File: src/rtl/maxnet_controller_if.sv
// rtl/maxnet_controller_if.sv - control/status bundle between the MAXNET sequencer, its host and datapath
interface maxnet_controller_if #(
  parameter int ITER_W = 4
);
  logic              start;
  logic              is_finished;
  logic              load_a;
  logic              load_sel;
  logic              busy;
  logic              done;
  logic              timeout;
  logic [ITER_W-1:0] iter_count;

  modport master (
    input  start, is_finished,
    output load_a, load_sel, busy, done, timeout, iter_count
  );

  modport slave (
    output start, is_finished,
    input  load_a, load_sel, busy, done, timeout, iter_count
  );
endinterface

File: src/rtl/maxnet_controller.sv
// rtl/maxnet_controller.sv - MAXNET winner-selection sequencer (load, iterate PU, stop on single survivor)
// MAXNET_TIMEOUT_EN enables the MAX_ITER limit and timeout flag; otherwise iter_count saturates.
module maxnet_controller #(
  parameter int PU_LAT   = 2,
  parameter int MAX_ITER = 15,
  parameter int ITER_W   = 4
) (
  input  logic                 clk,
  input  logic                 rst,
  maxnet_controller_if.master  ctl
);

  localparam logic [2:0] S_IDLE   = 3'd0;
  localparam logic [2:0] S_LOAD   = 3'd1;
  localparam logic [2:0] S_CHECK  = 3'd2;
  localparam logic [2:0] S_WAIT   = 3'd3;
  localparam logic [2:0] S_UPDATE = 3'd4;
  localparam logic [2:0] S_DONE   = 3'd5;

  localparam logic [3:0]        WAIT_INIT = 4'(PU_LAT - 1);
  localparam logic [ITER_W-1:0] ITER_SAT  = {ITER_W{1'b1}};
`ifdef MAXNET_TIMEOUT_EN
  localparam logic [ITER_W-1:0] ITER_LIM  = ITER_W'(MAX_ITER);
`endif

  logic [2:0]        state_q, state_d;
  logic [3:0]        wait_q, wait_d;
  logic [ITER_W-1:0] iter_q, iter_d;
  logic              timeout_q, timeout_d;

  always_comb begin
    state_d   = state_q;
    wait_d    = wait_q;
    iter_d    = iter_q;
    timeout_d = timeout_q;
    case (state_q)
      S_IDLE: begin
        if (ctl.start) begin
          state_d   = S_LOAD;
          iter_d    = '0;
          timeout_d = 1'b0;
        end
      end
      S_LOAD: state_d = S_CHECK;
      S_CHECK: begin
        // A single survivor wins over the iteration limit.
        if (ctl.is_finished) begin
          state_d = S_DONE;
        end
`ifdef MAXNET_TIMEOUT_EN
        else if (iter_q == ITER_LIM) begin
          state_d   = S_DONE;
          timeout_d = 1'b1;
        end
`endif
        else begin
          state_d = S_WAIT;
          wait_d  = WAIT_INIT;
        end
      end
      S_WAIT: begin
        if (wait_q == 4'd0) begin
          state_d = S_UPDATE;
        end else begin
          wait_d = wait_q - 4'd1;
        end
      end
      S_UPDATE: begin
        state_d = S_CHECK;
        if (iter_q != ITER_SAT) begin
          iter_d = iter_q + 1'b1;
        end
      end
      S_DONE:  state_d = S_IDLE;
      default: state_d = S_IDLE;
    endcase
  end

  always_ff @(posedge clk or negedge rst) begin
    if (!rst) begin
      state_q   <= S_IDLE;
      wait_q    <= 4'd0;
      iter_q    <= '0;
      timeout_q <= 1'b0;
    end else begin
      state_q   <= state_d;
      wait_q    <= wait_d;
      iter_q    <= iter_d;
      timeout_q <= timeout_d;
    end
  end

  assign ctl.load_a     = (state_q == S_LOAD) || (state_q == S_UPDATE);
  assign ctl.load_sel   = (state_q == S_LOAD);
  assign ctl.busy       = (state_q != S_IDLE);
  assign ctl.done       = (state_q == S_DONE);
  assign ctl.timeout    = timeout_q;
  assign ctl.iter_count = iter_q;

endmodule

File: src/flat_wrapper.sv
// flat-port wrapper written by rule: the top's interface ports become plain ports
module maxnet_controller_flat 
#(
  parameter int PU_LAT   = 2,
  parameter int MAX_ITER = 15,
  parameter int ITER_W   = 4
)
  (clk, rst, ctl_start, ctl_is_finished, ctl_load_a, ctl_load_sel, ctl_busy, ctl_done, ctl_timeout, ctl_iter_count);
  maxnet_controller_if #(.ITER_W(ITER_W)) ctl_i ();
  input  logic clk;
  input  logic rst;
  input wire logic [$bits(ctl_i.start)-1:0] ctl_start;
  input wire logic [$bits(ctl_i.is_finished)-1:0] ctl_is_finished;
  output wire logic [$bits(ctl_i.load_a)-1:0] ctl_load_a;
  output wire logic [$bits(ctl_i.load_sel)-1:0] ctl_load_sel;
  output wire logic [$bits(ctl_i.busy)-1:0] ctl_busy;
  output wire logic [$bits(ctl_i.done)-1:0] ctl_done;
  output wire logic [$bits(ctl_i.timeout)-1:0] ctl_timeout;
  output wire logic [$bits(ctl_i.iter_count)-1:0] ctl_iter_count;
  assign ctl_i.start = ctl_start;
  assign ctl_i.is_finished = ctl_is_finished;
  assign ctl_load_a = ctl_i.load_a;
  assign ctl_load_sel = ctl_i.load_sel;
  assign ctl_busy = ctl_i.busy;
  assign ctl_done = ctl_i.done;
  assign ctl_timeout = ctl_i.timeout;
  assign ctl_iter_count = ctl_i.iter_count;
  maxnet_controller #(.PU_LAT(PU_LAT), .MAX_ITER(MAX_ITER), .ITER_W(ITER_W)) u_core (.clk(clk), .rst(rst), .ctl(ctl_i));
endmodule
File: config.mk
export PLATFORM = sky130hd
export DESIGN_NAME = maxnet_controller_flat
export DESIGN_NICKNAME = d
export VERILOG_FILES = /design/src/rtl/maxnet_controller_if.sv /design/src/rtl/maxnet_controller.sv /design/src/flat_wrapper.sv
export SDC_FILE = /design/constraint.sdc
export NUM_CORES = 1
export LEC_CHECK = 0
export ABC_CLOCK_PERIOD_IN_PS = 2700
export CAP_MARGIN = 20
export CORE_AREA = 10 10 47 49
export DETAILED_ROUTE_END_ITERATION = 8
export DIE_AREA = 0 0 57 59
export PLACE_DENSITY = 0.77
export SYNTH_ARGS = -nofsm -noshare
export SYNTH_HDL_FRONTEND = slang
export SYNTH_SLANG_ARGS = --single-unit
export TNS_END_PERCENT = 5
File: constraint.sdc
create_clock -name clk -period 2.7 [get_ports clk]
set_input_delay 0.54 -clock clk [delete_from_list [all_inputs] [get_ports clk]]
set_output_delay 0.54 -clock clk [all_outputs]
set_load 0.03 [all_outputs]
# After elaboration in Yosys (flattened, before gate mapping)
# Cells that the tools add are included.
totals:
  ff_bits: 11
  latchBits: 0
  ram_bits: 0
  rom_bits: 0
  inputBits: 4
  elab_cells: 36
  memories: 0
op_classes:
  n_addsub: 2
  multipliers: 0
  n_div: 0
  n_lt_le_gt_ge: 0
  n_eq_ne: 11
  shifts: 0
  n_mux: 10
  bitwise: 0
  n_reduce_logical: 10
ops:
  columns: ["cell", "n"]
  rows:
  - ["$mux W4", 4]
  - ["$pmux W4 S2", 2]
  - ["$pmux W3 S4", 1]
  - ["$mux W3", 3]
  - ["$eq A3 B2 Y1 const B", 2]
  - ["$eq A3 B3 Y1 const B", 2]
  - ["$ne A2 B2 Y1 const B", 3]
  - ["$reduce_and A3 Y1", 2]
  - ["$add A4 B1 Y4 const B", 1]
  - ["$logic_not A4 Y1", 1]
  - ["$ne A2 B1 Y1 const B", 2]
  - ["$ne A4 B4 Y1 const B", 1]
  - ["$reduce_bool A2 Y1", 2]
  - ["$sub A4 B1 Y4 const B", 1]
  - ["$eq A3 B1 Y1 const B", 1]
  - ["$logic_not A3 Y1", 1]
  - ["$reduce_bool A3 Y1", 1]
  - ["$reduce_and A2 Y1", 1]
  - ["$reduce_or A2 Y1", 1]
  - ["$logic_or A1 B1 Y1", 1]

# Logic depth before layout (Yosys ltp)
# Gate-level depths: netlist of run 1.
depth:
  word_depth: 3
  mapped_depth: 6
  ltp_nobuf: 5

# Worst setup path before layout of run 1
# No wires, ideal clock.
synth_timing:
  kind: "reg-to-output"
  from: "reg u_core.state_q[2]"
  to: "out ctl_load_sel"
  arrival_time_ns: 1.360
  setup_slack_ns: 0.800
  stages_incl_launch_ff: 3
  path_buffers: 1
  path_cell_list: "dfrtp_1 > clkbuf_1 > nor3b_1"
synth_between:
  elab_chain_cells: 1
synth_rtl:
  columns: ["element", "line_no", "rtl"]
  rows:
  - ["start: declaration", "maxnet_controller.sv:26", "logic [2:0] state_q, state_d;"]
  - ["start signal: assignment", "maxnet_controller.sv:86", "state_q <= state_d;"]
  - ["$eq A3 B1 Y1", "maxnet_controller.sv:94", "assign ctl.load_sel = (state_q == S_LOAD);"]
  - ["end: declaration", "flat_wrapper.sv:15", "output wire logic [$bits(ctl_i.load_sel)-1:0] ctl_load_sel;"]
# No other way between the ends.

# Worst setup path after layout of run 1
layout_timing:
  from: "reg u_core.state_q[2]"
  to: "out ctl_load_a"
layout_between:
  elab_chain_cells: 2
  elab_cells_between_ends: 3
layout_rtl:
  columns: ["element", "line_no", "rtl"]
  rows:
  - ["$eq A3 B1 Y1 / $eq A3 B3 Y1 (equally long branches)", "maxnet_controller.sv:93", "assign ctl.load_a = (state_q == S_LOAD) || (state_q == S_UPDATE);"]
  - ["$logic_or A1 B1 Y1 *", "maxnet_controller.sv:93", null]
  - ["end: declaration", "flat_wrapper.sv:14", "output wire logic [$bits(ctl_i.load_a)-1:0] ctl_load_a;"]
# Mark *: on every way between the ends. The rest lies on a longest branch, timed or not.

==> flow_summary.json, run 1 <==
{
  "status": "finished clean",
  "power.share.clock": 0.135,
  "r2r-start": "u_core.state_q[2]",
  "ys.flop_type": "dfrtp_1",
  "synth_edf_count": 0,
  "end_kind": "output port",
  "gp_congestion": 0.704,
  "drive_gt1_frac": 0.110,
  "track_usage": 0.0896,
  "grt_max_degree": 16,
  "synth_top_area_share": 0.414,
  "clk_pin_slew_ns": 0.07,
  "final_nets": 81,
  "p_per_area_nw_per_um2": 1080,
  "drtAntennaViolNets": 0,
  "critical_path_peak_fanout": 15,
  "setup_tns_ns": 0,
  "h-tree-depth": 1,
  "cts_tree": "built",
  "avgSynthCellArea_sq_um": 10.5,
  "p_total_uw": 847,
  "crit_start": "u_core.state_q[2]",
  "cts.path.max_buffers": 2,
  "regToRegEndpoint": "u_core.wait_q[2]",
  "antenna_cells": 0,
  "slew_violations": 0,
  "antenna_found_initial": 0,
  "syn_to_final_growth_pct": 17.7,
  "rrSetupSlack_ns": 1.01,
  "core_area_sq_um": 1400,
  "min_period_over_period": 0.878,
  "rows": 14,
  "timing.fmax_mhz": 422,
  "yosys_register_bits": 11,
  "clock_skew_ns": 0.00364,
  "required_ns": 2.16,
  "combPwrFrac": 0.506,
  "num_vias": 512,
  "p_switching_uw": 366,
  "seq_area_frac_synth": 0.414,
  "cts-buffers-inserted": 3,
  "grt_overflow": 0,
  "clockRootBuffer": "clkbuf_4",
  "io_buffer_count": 11,
  "switching_share": 0.432,
  "postCtsSetupBuffers": 0,
  "grt_pass1_wl_mm": 2.40,
  "internal-power_uw": 481,
  "wl_per_cell_microns": 15.1,
  "postCtsHoldBufs": 0,
  "setup_viol": 0,
  "start_util": 0.474,
  "yosysTopAreaCell": "dfrtp_1",
  "p_leak_nw": 0.351,
  "ys_types": 39,
  "min_period_ns": 2.37,
  "syn_area_sq_um": 664,
  "hold_path_class": "reg -> reg",
  "die_y_microns": 59,
  "fp.dieW_microns": 57,
  "drc": 0,
  "yosys_warnings": 0,
  "ir_worst_vdd_mv": 0.533,
  "drv_cap": 0,
  "pin_count": 13,
  "rsz0062_at_grt": "false",
  "hold_viol": 0,
  "whs_ns": 0.547,
  "r2r_cells": 3,
  "post_cts_resized": 0,
  "routed_via_density": 5.75,
  "worstMarginPinSlew_ns": 0.508,
  "syn_nets": 70,
  "wl_mm": 1.34,
  "crit_end": "ctl_load_a",
  "drtPass1Iterations": 4,
  "synth_cells": 63,
  "die-area_sq_um": 3360,
  "first_iter_violations": 2,
  "critical_path_class": "reg -> out",
  "clk-insertion-delay-late_ns": 0.27,
  "startpoint_type": "register",
  "cp.arrival_ns": 1.83,
  "grt_pass1_vias": 515,
  "hpwl_microns": 989,
  "synth_area_leaders": "dfrtp_1 (41%), ha_1 (5.6%), buf_6 (3.4%)",
  "relSlewSlack": 0.660,
  "ys_async_sr_fraction": 1.00,
  "cts.sink_count": 11,
  "seq_power_share": 0.359
}
-- metal layers --
layer	wire length [microns]	share of wire	up-vias	global-route usage
met3	87	0.065	5	0.0300
met2	662	0.49	10	0.146
met5	0	0	-	0
met4	35	0.026	0	0.0604
met1	556	0.41	250	0.0969
li1	-	-	247	-
-- state kept, by name, summed over array words and instances (netlist names) --
name,cells
u_core.ctl.iter_count,4
u_core.state_q,3
u_core.wait_q,4
-- cells in the final DEF (no fill, tap or decap), types with 2 or more instances in the layout --
cell type,n
dfrtp_1,11
and3b_1,2
clkbuf_4,3
inv_1,2
nor2_1,5
o21ai_0,2
a21oi_1,3
a32o_1,2
clkdlybuf4s50_1,11
xnor2_1,2
ha_1,3
-- stage by stage --
stage / cell area, sq um / setup WS (ns) / util / cells
after floorplan: 664 / 0.800 / - / 63
after global placement: 756 / 0.676 / 0.539 / 85
after detailed placement: 756 / 0.643 / 0.539 / 85
after CTS: 782 / 0.328 / 0.558 / 89
after global routing: 782 / 0.236 / 0.558 / 89
final: 782 / 0.329 / 0.558 / 89
-- cells in the mapped netlist (2+ instances only) --
cell type,n
a21oi_1,3
o21ai_0,2
ha_1,3
xnor2_1,2
dfrtp_1,11
and3b_1,2
buf_6,2
inv_1,2
nor2_1,5
a32o_1,2
-- worst min path at each step --
stage / start / end / slack (ns) / cells past startpoint
global route: u_core.ctl.iter_count[1] / u_core.ctl.iter_count[1] / 0.60 / 1
detailed placement: u_core.ctl.iter_count[1] / u_core.ctl.iter_count[1] / 0.54 / 1
floorplan: rst / u_core.ctl.iter_count[0] / 0.24 / 0
CTS: u_core.ctl.iter_count[1] / u_core.ctl.iter_count[1] / 0.56 / 1
finish: u_core.ctl.iter_count[1] / u_core.ctl.iter_count[1] / 0.55 / 1
global placement: u_core.ctl.iter_count[1] / u_core.ctl.iter_count[1] / 0.53 / 1
-- cell families after synthesis --
| family | share of synthesized area |
|---|---|
| fa+ha+maj | 0.0565 |
| xor+xnor | 0.0396 |
| flops | 0.414 |
| compound gates | 0.143 |
| buf+inv | 0.0697 |
| other cells | 0.00564 |
| simple gates | 0.256 |
| mux | 0.0151 |
-- final cells by class --
class                      count  area (sq um)
sequential                    11           275
inverter                       2          7.51
clock buffer                   4          26.3
multi-input combinational     45           343
timing repair buffer          11           110
tap                           16          20.0
fill                         147           619
-- worst max-delay path: stages, from the launching register on --
cell	delay (ns)
dfrtp_1	0.63
xnor2_1	0.14
nor2_1	0.10
clkdlybuf4s50_1	0.68
-- power groups by stage --
stage	logic (mW)	clock network [mW]	registers, mW
3_3_place_gp	0.421	0	0.301
2_1_floorplan	0.359	0	0.269
5_1_grt	0.476	0.123	0.320
6_report	0.429	0.115	0.304
4_1_cts	0.432	0.118	0.304
3_5_place_dp	0.428	0	0.308
Note: power is estimated with default switching activity, not from simulation.
==> inputs of run 2 (changes only) <==
Settings changed: SETUP_SLACK_MARGIN set to 0.2.
==> results of run 2 <==
The final DEF is identical to that of run 1; final timing and power are the same.
==> inputs of run 3 (changes only) <==
Settings changed: ABC_CLOCK_PERIOD_IN_PS 2700 to unset.
Clock period 2.7 ns to 2.9 ns, I/O delays scaled along.
==> results of run 3 <==
Same layout as run 1 (identical final DEF). Status: finished clean.
Main changes from that run: setup slack after placement 0.643 ns -> 0.803 ns; setup slack after layout 0.329 ns -> 0.489 ns; register-to-register setup slack 1.01 ns -> 1.21 ns; total power 0.847 mW -> 0.789 mW; worst IR drop on VDD 0.533 mV -> 0.496 mV
